[src/rtl/lmsm_sequencer_pkg.sv]
// Shared definitions for the LM/SM micro-op sequencer: opcodes, FSM encoding,
// register-index width.
package lmsm_sequencer_pkg;

  localparam int REG_IDX_W = 3;
  localparam int REG_CNT   = 1 << REG_IDX_W;

  localparam logic [3:0] OP_LM = 4'b0110;
  localparam logic [3:0] OP_SM = 4'b0111;

  typedef enum logic {
    ST_IDLE  = 1'b0,
    ST_ISSUE = 1'b1
  } state_t;

endpackage

[src/rtl/lmsm_sequencer_lsb_find.sv]
// Lowest-set-bit priority encoder over an 8-bit register mask; also flags
// whether exactly one bit is set.
module lsb_find
  import lmsm_sequencer_pkg::*;
(
  input  logic [REG_CNT-1:0]   i_vec,
  output logic [REG_IDX_W-1:0] o_idx,
  output logic                 o_onehot
);

  logic [REG_CNT-1:0] w_minus_one;

  assign w_minus_one = i_vec - 1'b1;
  assign o_onehot    = (i_vec != '0) && ((i_vec & w_minus_one) == '0);

  // Scan from the top so the lowest set bit is the final assignment.
  always_comb begin
    o_idx = '0;
    for (int i = REG_CNT - 1; i >= 0; i--) begin
      if (i_vec[i]) o_idx = REG_IDX_W'(i);
    end
  end

endmodule

[src/rtl/lmsm_sequencer.sv]
// Expands one LM/SM instruction into one load/store micro-op per set bit of
// the register list, lowest register first, at one micro-op per cycle.
module lmsm_sequencer
  import lmsm_sequencer_pkg::*;
(
  input  logic                 clk,
  input  logic                 reset,
  input  logic                 start,
  input  logic                 is_store,
  input  logic [REG_IDX_W-1:0] base_reg,
  input  logic [REG_CNT-1:0]   reg_list,
  input  logic                 hold,
  input  logic                 flush,
  output logic                 m_inst,
  output logic                 busy,
  output logic                 uop_valid,
  output logic                 uop_store,
  output logic [REG_IDX_W-1:0] uop_rd,
  output logic [REG_IDX_W-1:0] uop_base,
  output logic [REG_IDX_W-1:0] uop_offset,
  output logic                 uop_last
);

  // Handshake: a micro-op transfers on any cycle with uop_valid=1 and hold=0;
  // flush kills the presented micro-op so it never counts as transferred.

  state_t               r_state;
  logic [REG_CNT-1:0]   r_mask;
  logic [REG_IDX_W-1:0] r_cnt;
  logic                 r_store;
  logic [REG_IDX_W-1:0] r_base;

  logic [REG_IDX_W-1:0] w_idx;
  logic                 w_onehot;
  logic                 w_issue;

  lsb_find u_lsb_find (
    .i_vec    (r_mask),
    .o_idx    (w_idx),
    .o_onehot (w_onehot)
  );

  assign w_issue = (r_state == ST_ISSUE);

  always_ff @(posedge clk) begin
    if (reset) begin
      r_state <= ST_IDLE;
      r_mask  <= '0;
      r_cnt   <= '0;
      r_store <= 1'b0;
      r_base  <= '0;
    end else if (flush) begin
      r_state <= ST_IDLE;
      r_mask  <= '0;
      r_cnt   <= '0;
      r_store <= 1'b0;
      r_base  <= '0;
    end else if (!hold) begin
      case (r_state)
        ST_IDLE: begin
          if (start && (reg_list != '0)) begin
            r_state <= ST_ISSUE;
            r_mask  <= reg_list;
            r_cnt   <= '0;
            r_store <= is_store;
            r_base  <= base_reg;
          end
        end
        ST_ISSUE: begin
          // x & (x-1) drops exactly the lowest set bit, the one just issued.
          r_mask <= r_mask & (r_mask - 1'b1);
          if (w_onehot) begin
            r_state <= ST_IDLE;
            r_cnt   <= '0;
          end else begin
            r_cnt <= r_cnt + 1'b1;
          end
        end
        default: r_state <= ST_IDLE;
      endcase
    end
  end

  assign busy       = w_issue;
  assign uop_valid  = w_issue;
  assign uop_last   = w_issue && w_onehot;
  assign m_inst     = w_issue && !w_onehot;
  assign uop_store  = w_issue && r_store;
  assign uop_rd     = w_issue ? w_idx  : '0;
  assign uop_base   = w_issue ? r_base : '0;
  assign uop_offset = w_issue ? r_cnt  : '0;

endmodule

[config.mk]
export PLATFORM = sky130hd
export DESIGN_NAME = lmsm_sequencer
export DESIGN_NICKNAME = d
export VERILOG_FILES = /design/src/rtl/lmsm_sequencer_pkg.sv /design/src/rtl/lmsm_sequencer_lsb_find.sv /design/src/rtl/lmsm_sequencer.sv
export SDC_FILE = /design/constraint.sdc
export NUM_CORES = 1
export LEC_CHECK = 0
export CORE_UTILIZATION = 49
export CTS_CLUSTER_SIZE = 28
export DETAILED_ROUTE_END_ITERATION = 8
export PLACE_DENSITY = 0.85
export SLEW_MARGIN = 15
export SYNTH_ARGS = -nofsm -noshare
export SYNTH_HDL_FRONTEND = slang
export SYNTH_HIERARCHICAL = 1
export SYNTH_SLANG_ARGS = --single-unit
[constraint.sdc]
create_clock -name clk -period 3.2 [get_ports clk]
set_input_delay 0.32 -clock clk [delete_from_list [all_inputs] [get_ports clk]]
set_output_delay 0.32 -clock clk [all_outputs]
set_load 0.02 [all_outputs]
; After elaboration in Yosys (flattened, before gate mapping)
; Cells that the tools add are included.
[word_totals]
out_inout_bits = 14
reg_bits = 16
in_bits = 17
[op_classes]
mux = 19
add_sub_neg = 2
n_reduce_logical = 12
eq_ne = 1
bitwise = 3
[ops]
columns = cell, count
row1 = 2-to-1 mux 3 bit, 13
row2 = one-hot mux 8 bit (2 select lines), 1
row3 = nonzero test 8 bit, 2
row4 = AND 8 bit, 1
row5 = logical NOT 8 bit, 1
row6 = 2-to-1 mux 8 bit, 1
row7 = "subtractor 8 x 1 -> 8 bit, second input constant", 1
row8 = one-hot mux 3 bit (2 select lines), 1
row9 = logical AND 1 bit, 5
row10 = "adder 3 x 1 -> 3 bit, second input constant", 1
row11 = AND reduction 3 bit, 1
row12 = 2-to-1 mux 1 bit, 2
row13 = "inequality test 2 bit, second input constant", 1
row14 = NOT 1 bit, 2
row15 = one-hot mux 1 bit (2 select lines), 1
row16 = AND reduction 2 bit, 1
row17 = OR reduction 2 bit, 1
row18 = logical NOT 1 bit, 1

; Depth between registers and ports, before layout
; Gate-level depths: netlist of run 1.
[logic_depth]
ltp_word = 9
mapped_depth = 8
mapped_depth_nobuf = 8

; Cells and area by module
; Netlist of run 1, hierarchy kept.
[modules_own_cells]
columns = module, cells_per_inst, seq_area_each_um2, area_each_um2, instances
row1 = lmsm_sequencer, 97, 320.3, 835.8, 1
row2 = lsb_find, 23, 0.0, 162.7, 1

; Least setup slack after synthesis of run 1
; Ideal clock, no wire load.
[synth_timing]
kind = register -> output
start = reg r_mask[3]
end = out m_inst
stages_incl_launch_ff = 6
arrival_ps = 1644
setup_slack_ps = 1236
path_buffers = 0
t_required_ps = 2880
path_cell_list = dfxtp_1 > or4_4 > a2111oi_4 > o22a_2 > nand2b_1 > inv_1
[synth_via]
elab_chain_cells = 6
[synth_rtl]
columns = item, line
row1 = from (decl), lmsm_sequencer.sv:28  ; logic [REG_CNT-1:0] r_mask;
row2 = from (signal assigned), lmsm_sequencer.sv:63  ; r_mask <= reg_list;
row3 = from (signal assigned), lmsm_sequencer.sv:71  ; r_mask <= r_mask & (r_mask - 1'b1);
row4 = subtractor 8 x 1 -> 8 bit, lmsm_sequencer_lsb_find.sv:13  ; assign w_minus_one = i_vec - 1'b1;
row5 = AND 8 bit, lmsm_sequencer_lsb_find.sv:14  ; assign o_onehot = (i_vec != '0) && ((i_vec & w_minus_one) == '0);
row6 = logical NOT 8 bit, lmsm_sequencer_lsb_find.sv:14
row7 = logical AND 1 bit (*), lmsm_sequencer_lsb_find.sv:14
row8 = net w_onehot, lmsm_sequencer.sv:34  ; logic w_onehot;
row9 = logical NOT 1 bit (*), lmsm_sequencer.sv:87  ; assign m_inst = w_issue && !w_onehot;
row10 = logical AND 1 bit (*), lmsm_sequencer.sv:87
row11 = to (decl), lmsm_sequencer.sv:14  ; output logic m_inst,
; The timed path passes the listed nets; every way through them passes the cells marked *.

; Worst setup path in the final report of run 1
[layout_timing]
start = reg r_mask[2]
end = out m_inst
; Same word-level chain as after synthesis.

==> metrics, run 1 <==
dpl cells=169; Initial Util=0.548; Routability Congestion=0.799; hold_buf cts=0; final wirelength=2.44 mm; required time of the critical path=2.88 ns; CTS tree=built; Yosys cell types=41; Worst Tran Pin Value=0.631 ns; clock slew at reported path FFs=0.09 ns; Final Hold Viols=0; routed len/inst=14.2 um; DRT iter0 DRCs=39; synthesis warning total=6; setup tns final=0 ns; Yosys reg bits=16; Yosys top cell area share=0.321; syn_nets=138; clock skew=0.000694 ns; maximum vdd ir drop=around 0.19 mV; ys async rst share=0; RSZ-0062 raised after global routing=false; dpl ws=0.664 ns; Tot GR Track Use=0.239; Area after DPL=1310 um^2; post-cts gate resize count=0; cell area after layout=1330 um^2; # clock sinks=16; first-pass GRT wire length=3.77 mm; diodes inserted=0; crit path kind=reg2out; PwrDens=299 nW/um^2; Post-synth EDFFs=0; Synth top cells by count=16 x dfxtp_1, 11 x and2_1, 11 x nor2_1; Area growth syn-to-layout=33.1%; Critical Path AT=2.55 ns; post-synth design cell area=~1000 um^2; final worst path period need=roughly 2.9 ns; fin crit share=0.898; Fillers=between 100 and 150; Core Util, Final=0.730; type of the most critical hold path=reg2reg; Top FF cell, synth=dfxtp_1; num ports=31; Vias/cell=5.89; Die Footprint=2220 um^2; most area-consuming cells after synthesis=dfxtp_1 32%, and2_1 6.9%, a21oi_1 5.0%; drc violations=0; P_leak=approximately 0.00046 uW; DRT antenna net count=0; worst setup margin=between 0.3 and 0.4 ns; largest net degree at the start of global routing=23; Setup Viol. Count Final=0; Slew Viols, Final=0; drt first pass iters=4; synthesized area per cell=8.32 um^2; Clock Latency Late Sink=0.29 ns; root buf cell=clkbuf_4; hold path startpoint=r_base[2]$_SDFFE_PP0P_; GRT overflow=0; Port Buf Inserts=30; layout cells sized above 1=0.0816; htree depth=1; Detail Placement HPWL=1.79 mm; vias in the first global route=about 860; Setup crit end kind=output pin; crit-path max FO=9; outcome=complete, no violations; row count=15; Max Clock Freq=348 MHz; die width=47.1 um; cell count after synthesis=120; Core ar.=1820 um^2; Critical R2R Launch=r_mask[2]$_SDFFE_PP0P_; # Post-CTS Setup Buffers=0; routed vias=1013; top-count cell post-synth=dfxtp_1; Seq/Total Area, Yosys=0.321; crit start category=flip-flop; Max-Cap Viols=0; area leader, netlist=dfxtp_1; CP startpoint=r_mask[2]$_SDFFE_PP0P_; Max Root-Sink Buffers=2; Slew HR=0.579; Die Span Y=47.1 um; final net count=167; initial antenna violation count=0; Layout Cells excl Fill=approximately 170; CTS Buf Count=3
-- path summary, 6_finish.rpt --
| path | endpoint | slack, ns | cells past startpoint |
|---|---|---|---|
| worst min register to register | r_base[2]$_SDFFE_PP0P_ | 0.49 | 2 |
| worst max register to register | r_cnt[1]$_SDFFE_PP0P_ | 1.14 | 7 |
| worst max-delay path | m_inst | 0.33 | 6 |
| worst min-delay path | r_base[2]$_SDFFE_PP0P_ | 0.49 | 2 |
-- cell families after synthesis --
kind of cell,share of synthesized area
buf+inv,0.0464
flops,0.321
simple gates,0.327
compound gates,0.234
fa+ha+maj,0.0226
mux,0.0401
xor+xnor,0.00877
-- through the flow --
step	hold slack (ns)	total power, uW
final	0.493	397
after global routing	0.543	411
after CTS	0.503	398
after detailed placement	0.481	294
after global placement	0.470	292
after floorplan	0.453	259
-- layout make-up --
class	instances	area, um^2	area share
Clock buffer	3	22.5	0.0169
Inverter	4	15.0	0.0113
Multi-Input combinational cell	93	632	0.476
Sequential cell	16	320	0.241
Tap cell	25	31.3	0.0235
Timing Repair Buffer	31	308	0.232
-- registers in the layout (all words and copies together), names as in the netlist --
register	flops
busy	1
r_base	3
r_cnt	3
r_mask	8
r_store	1
-- critical path, cell delays in order (launching register included) --
cell	delay, ns
dfxtp_1	0.40
or4_4	0.56
a2111oi_4	0.33
o22a_2	0.22
nand2b_1	0.15
inv_1	0.08
clkdlybuf4s50_1	0.53
-- power by group --
part / total (uW) / internal, uW / switching (uW) / leakage [uW]
clock network: 107 / 43.8 / 63.2 / 0.0000138
logic: 79.5 / 43.3 / 36.2 / 0.000318
registers: 210 / 203 / 7.65 / 0.000129
total: 397 / 290 / 107 / 0.000461
-- cells in the final DEF (no fill, tap or decap), types with 2 or more instances in the layout --
cell type / netlist / routed
a22oi_1: 2 / 2
or4_4: 3 / 3
nor3_1: 7 / 7
a21oi_1: 10 / 10
clkbuf_4: 0 / 3
nand2_1: 3 / 3
dfxtp_1: 16 / 16
a32oi_1: 2 / 2
nor2b_1: 2 / 2
clkdlybuf4s50_1: 0 / 30
nand3_1: 4 / 4
nand2b_1: 5 / 5
mux2i_1: 4 / 4
and2_1: 11 / 11
nor4_1: 2 / 2
nor2_1: 11 / 11
inv_1: 4 / 4
a31oi_1: 3 / 3
nand3b_1: 3 / 3
-- metal layers --
layer | track usage | vias to the layer above | part of all wire
li1 | - | 498 | -
met1 | 0.303 | 478 | 0.45
met2 | 0.406 | 34 | 0.49
met3 | 0.0346 | 3 | 0.051
met4 | 0.103 | 0 | 0.010
met5 | 0 | - | 0
No activity file was read; power rests on OpenSTA's default activity.
==> run 2, diff against run 1 <==
- ABC_AREA: unset -> 1
- CORE_UTILIZATION: 49 -> 50
==> run 2 against run 1 <==
  * Global-route usage is 1.2 points higher
  * Via count is 24% higher
  * Cell count increased by 44%
  * Sequential power about the same
  * Critical path depth grew 2
  * Combinational power is 12% higher
  * Sequential share of layout area is 1.7 points lower
  * Largest cell class unchanged
==> metrics, run 2 <==
outcome=complete, no violations; Area after DPL=1400 um^2 (+6.9%); crit path kind=reg2out; top flop regs=r_mask x8, r_base x3, r_cnt x3; synthesis warning total=6 (unchanged); root buf cell=clkbuf_4; required time of the critical path=2.88 ns (about the same); first-pass GRT wire length=4.74 mm (+26%); Reg with most FFs=r_mask; die width=48.8 um (+3.6%); Port Buf Inserts=30 (unchanged); Final Hold Viols=0 (unchanged); crit-path max FO=7 (-2); # Post-CTS Setup Buffers=0 (unchanged); vias in the first global route=1163 (+35%); Tot GR Track Use=0.252 (+0.0123); top-count cell post-synth=nand2_1; RSZ-0062 raised after global routing=false; syn_nets=210 (+52%); commonest non-fill, non-tap cell in the layout=nand2_1; Critical Path AT=2.46 ns (-0.09 ns); routed vias=1260 (+24%); cell count after synthesis=192 (+60%); post-synth design cell area=1100 um^2 (+9.9%); met3 wire length=183 um (+48%); diodes inserted=0 (unchanged); WL met2=1.33 mm (+12%); Worst Tran Pin Value=0.490 ns (-0.141 ns); drc violations=0 (unchanged); Post-synth EDFFs=0 (unchanged); crit start category=flip-flop; Routability Congestion=0.799 (about the same); Max-Cap Viols=0 (unchanged); layout cells sized above 1=0.0455 (-0.0362); # clock sinks=16 (unchanged); synthesized area per cell=5.72 um^2 (-31%); DRT antenna net count=0 (unchanged); Synth top cells by count=62 x nand2_1, 31 x inv_1, 22 x nand3_1; final net count=239 (+43%); maximum vdd ir drop=0.277 mV (+46%); Setup crit end kind=output pin; type of the most critical hold path=reg2reg; total chip power=435 uW (+9.6%); commonest cells after routing, fill and taps aside=62 x nand2_1, 31 x inv_1, 30 x clkdlybuf4s50_1; Max Clock Freq=359 MHz (+3.2%); GRT overflow=0 (unchanged); CTS Buf Count=3 (unchanged); post-cts gate resize count=0 (unchanged); clock skew=0.00265 ns (+0.00196 ns); Yosys cell types=20 (-51%); Slew HR=0.673 (+0.0944); ys async rst share=0 (unchanged); DRT iter0 DRCs=44 (+13%); drt first pass iters=4 (unchanged); setup tns final=0 ns (unchanged); most area-consuming cells after synthesis=dfxtp_1 29%, nand2_1 21%, inv_1 11%; htree depth=1 (unchanged); wire length on met1=1.15 mm (+3.8%); Die Footprint=2390 um^2 (+7.4%); Setup Viol. Count Final=0 (unchanged); CTS tree=built; Max Root-Sink Buffers=2 (unchanged); Core Util, Final=0.709 (-0.0214); Core ar.=2020 um^2 (+11%); DR top layer=met4; Die Span Y=48.8 um (+3.6%); PwrDens=304 nW/um^2 (+1.6%); final wirelength=2.74 mm (+12%); routed len/inst=11.1 um (-22%); final worst path period need=2.78 ns (-0.0900 ns); initial antenna violation count=0 (unchanged); row count=16 (+1); Vias/cell=5.10 (-13%); Top FF cell, synth=dfxtp_1; Seq/Total Area, Yosys=0.292 (-0.0289); Area growth syn-to-layout=30.6%; cell area after layout=1430 um^2 (+7.8%); max reg flops=8 (unchanged); num ports=31 (unchanged); clock slew at reported path FFs=0.10 ns (about the same); Clock Latency Late Sink=0.29 ns (about the same); Yosys reg bits=16 (unchanged); Slew Viols, Final=0 (unchanged); hold_buf cts=0 (unchanged); area leader, netlist=dfxtp_1; Yosys top cell area share=0.292 (-0.0289); fin crit share=0.870 (-0.0281); P_leak=0.000709 uW (+54%); Detail Placement HPWL=2.06 mm (+15%); largest net degree at the start of global routing=24 (+4.3%); Initial Util=0.543 (-0.00576)
==> run 2: changes by cell type in the layout (fill, tap and decap cells not counted), sizes merged, moves of 7 or more <==
cell / delta
nand2: +62
nand3: +18
nor2: +12
and2: -11
inv: +27
a21oi: +7
==> run 2: critical path, cell delays in order (launching register included) <==
cell,delay [ns]
dfxtp_1,0.38
nor2_1,0.21
nand2_1,0.09
o21ai_0,0.21
nand3_1,0.12
nor2_1,0.38
nand2_1,0.11
inv_1,0.07
clkdlybuf4s50_1,0.60
==> run 2: cell families (layout without fill, tap and decap cells) <==
| logic type | count (synthesis) | after routing | share of synthesized area |
|---|---|---|---|
| flops | 16 | 16 | 0.292 |
| buf+inv | 38 | 66 | 0.145 |
| compound gates | 24 | 24 | 0.114 |
| simple gates | 113 | 113 | 0.438 |
| fa+ha+maj | 1 | 1 | 0.0114 |
==> run 2: cell type report <==
class / count / area [um^2]
clock buffers: 4 / 36.3
fillers: 188 / 589
inverters: 31 / 116
multi-input cells: 138 / 618
flip-flops and latches: 16 / 320
well taps: 27 / 33.8
repair buffers: 31 / 308
==> run 2: through the flow <==
stage	hold slack, ns	cells	worst slack, ns
5_1_grt	0.498	247	0.323
2_1_floorplan	0.445	192	1.68
4_1_cts	0.472	247	0.488
3_3_place_gp	0.452	243	1.06
6_report	0.469	247	0.417
3_5_place_dp	0.457	243	0.822
==> run 2: layer usage <==
metal  up-vias  GRT usage
met1       543      0.323
li1        651          -
met4         0      0.108
met3        10     0.0187
met2        56      0.433
met5         -          0
==> run 2: power by group <==
group | internal (uW) | switching, uW
clock | 69.4 | 68.4
combinational | 38.9 | 50.4
sequential | 203 | 4.86
==> run 2: final timing paths <==
check	start	end	slack, ns	depth (start not counted)
worst max-delay path	r_mask[4]$_SDFFE_PP0P_	uop_last	0.42	8
worst min-delay path	r_store$_SDFFE_PP0P_	r_store$_SDFFE_PP0P_	0.47	2
worst max register to register	r_mask[4]$_SDFFE_PP0P_	busy$_SDFFE_PP0N_	1.31	8
worst min register to register	r_store$_SDFFE_PP0P_	r_store$_SDFFE_PP0P_	0.47	2
==> run 3, diff against run 2 <==
- CAP_MARGIN: unset -> 5
- PLACE_DENSITY: 0.85 -> 0.81
==> run 3 against run 2 <==
  * Design area stayed put
  * Combinational power fell by 1%
  * Register-to-register slack better by 0.13 ns
  * Global-route usage down 0.99 points
==> metrics, run 3 (synthesized netlist as in run 2, its figures left out) <==
outcome=complete, no violations; commonest non-fill, non-tap cell in the layout=nand2_1; root buf cell=clkbuf_4; Max Root-Sink Buffers=2 (unchanged); DRT antenna net count=0 (unchanged); initial antenna violation count=0 (unchanged); Clock Latency Late Sink=0.28 ns (about the same); setup tns final=0 ns (unchanged); crit start category=flip-flop; worst hold slack=0.471 ns (+0.00193 ns); drt first pass iters=4 (unchanged); P_leak=0.000709 uW (unchanged); diodes inserted=0 (unchanged); # clock sinks=16 (unchanged); GRT overflow=0 (unchanged); Die Span Y=48.8 um (unchanged); largest net degree at the start of global routing=24 (unchanged); type of the most critical hold path=reg2reg; htree depth=1 (unchanged); Final Hold Viols=0 (unchanged); commonest cells after routing, fill and taps aside=62 x nand2_1, 31 x inv_1, 30 x clkdlybuf4s50_1; routed vias=1245 (-1.2%); Routability Congestion=0.835 (+4.5%); Max-Cap Viols=0 (unchanged); maximum vdd ir drop=0.213 mV (-23%); Slew Viols, Final=0 (unchanged); DRT iter0 DRCs=45 (+2.3%); Reg with most FFs=r_mask; hold_buf cts=0 (unchanged); Port Buf Inserts=30 (unchanged); clock skew=0.00159 ns (-0.00106 ns); Detail Placement HPWL=1.99 mm (-3.2%); post-cts gate resize count=0 (unchanged); Critical Path AT=2.25 ns (-0.21 ns); Fillers=185 (-1.6%); row count=16 (unchanged); clock slew at reported path FFs=0.10 ns (about the same); Vias/cell=5.04 (-1.2%); routed len/inst=10.9 um (-1.4%); Setup crit end kind=output pin; Area growth syn-to-layout=30.6% (unchanged); Slew HR=0.651 (-0.0224); Setup Viol. Count Final=0 (unchanged); final worst path period need=2.57 ns (-0.216 ns); CTS tree=built; CTS Buf Count=3 (unchanged); first-pass GRT wire length=4.60 mm (-3.1%); Worst Tran Pin Value=0.524 ns (+0.0336 ns); crit path kind=reg2out; Core ar.=2020 um^2 (unchanged); max reg flops=8 (unchanged); Max Clock Freq=390 MHz (+8.4%); vias in the first global route=1055 (-9.3%); final net count=239 (unchanged); layout cells sized above 1=0.0455 (unchanged); Initial Util=0.543 (unchanged); RSZ-0062 raised after global routing=false; Die Footprint=2390 um^2 (unchanged); top flop regs=r_mask x8, r_base x3, r_cnt x3; crit-path max FO=7 (unchanged); # Post-CTS Setup Buffers=0 (unchanged); required time of the critical path=2.88 ns (about the same); Tot GR Track Use=0.242 (-0.00991); fin crit share=0.802 (-0.0676); final wirelength=2.70 mm (-1.4%); die width=48.8 um (unchanged); drc violations=0 (unchanged); num ports=31 (unchanged); PwrDens=302 nW/um^2 (-0.61%)
run 3: cell counts in the layout (fill, tap and decap cells not counted):
Identical to the previous run, type by type.
run 3: cell type report:
class                           count  area, um^2  area share
Clock buffer                        4        36.3      0.0253
Multi-Input combinational cell    138         618       0.431
Tap cell                           27        33.8      0.0236
Sequential cell                    16         320       0.224
Timing Repair Buffer               31         308       0.215
Inverter                           31         116      0.0812
run 3: critical path, stage by stage, from the launching register on:
cell and delay [ns]:
dfxtp_1 0.38, nor2_1 0.20, nand2_1 0.07, o21ai_0 0.17
nand3_1 0.09, nor2_1 0.31, nand2_1 0.10, inv_1 0.06
clkdlybuf4s50_1 0.59
run 3: power by group:
group | total (uW) | switching [uW] | internal [uW]
sequential | 208 | 5.03 | 203
combinational | 88.1 | 49.2 | 38.9
clock | 136 | 67.0 | 69.2
run 3: path summary, 6_finish.rpt:
| path | from | end | slack, ns | cells past startpoint |
|---|---|---|---|---|
| max | r_mask[4]$_SDFFE_PP0P_ | uop_last | 0.63 | 8 |
| min | r_base[1]$_SDFFE_PP0P_ | r_base[1]$_SDFFE_PP0P_ | 0.47 | 2 |
| max reg2reg | r_mask[4]$_SDFFE_PP0P_ | busy$_SDFFE_PP0N_ | 1.44 | 8 |
| min reg2reg | r_base[1]$_SDFFE_PP0P_ | r_base[1]$_SDFFE_PP0P_ | 0.47 | 2 |
run 3: stage by stage:
stage | cells | utilization | power, uW | worst slack (ns) | instance area (um^2)
after global placement | 243 | 0.691 | 298 | 1.06 | 1400
final | 247 | 0.709 | 432 | 0.633 | 1430
after CTS | 247 | 0.709 | 432 | 0.626 | 1430
after detailed placement | 243 | 0.691 | 300 | 0.958 | 1400
after floorplan | 192 | - | 265 | 1.68 | 1100
after global routing | 247 | 0.709 | 455 | 0.421 | 1430
run 3: per-layer routing:
layer  track usage  routed length (um)
met1         0.333                1190
met2         0.403                1340
met3        0.0280                 172
met4        0.0588                   0
met5             0                   0
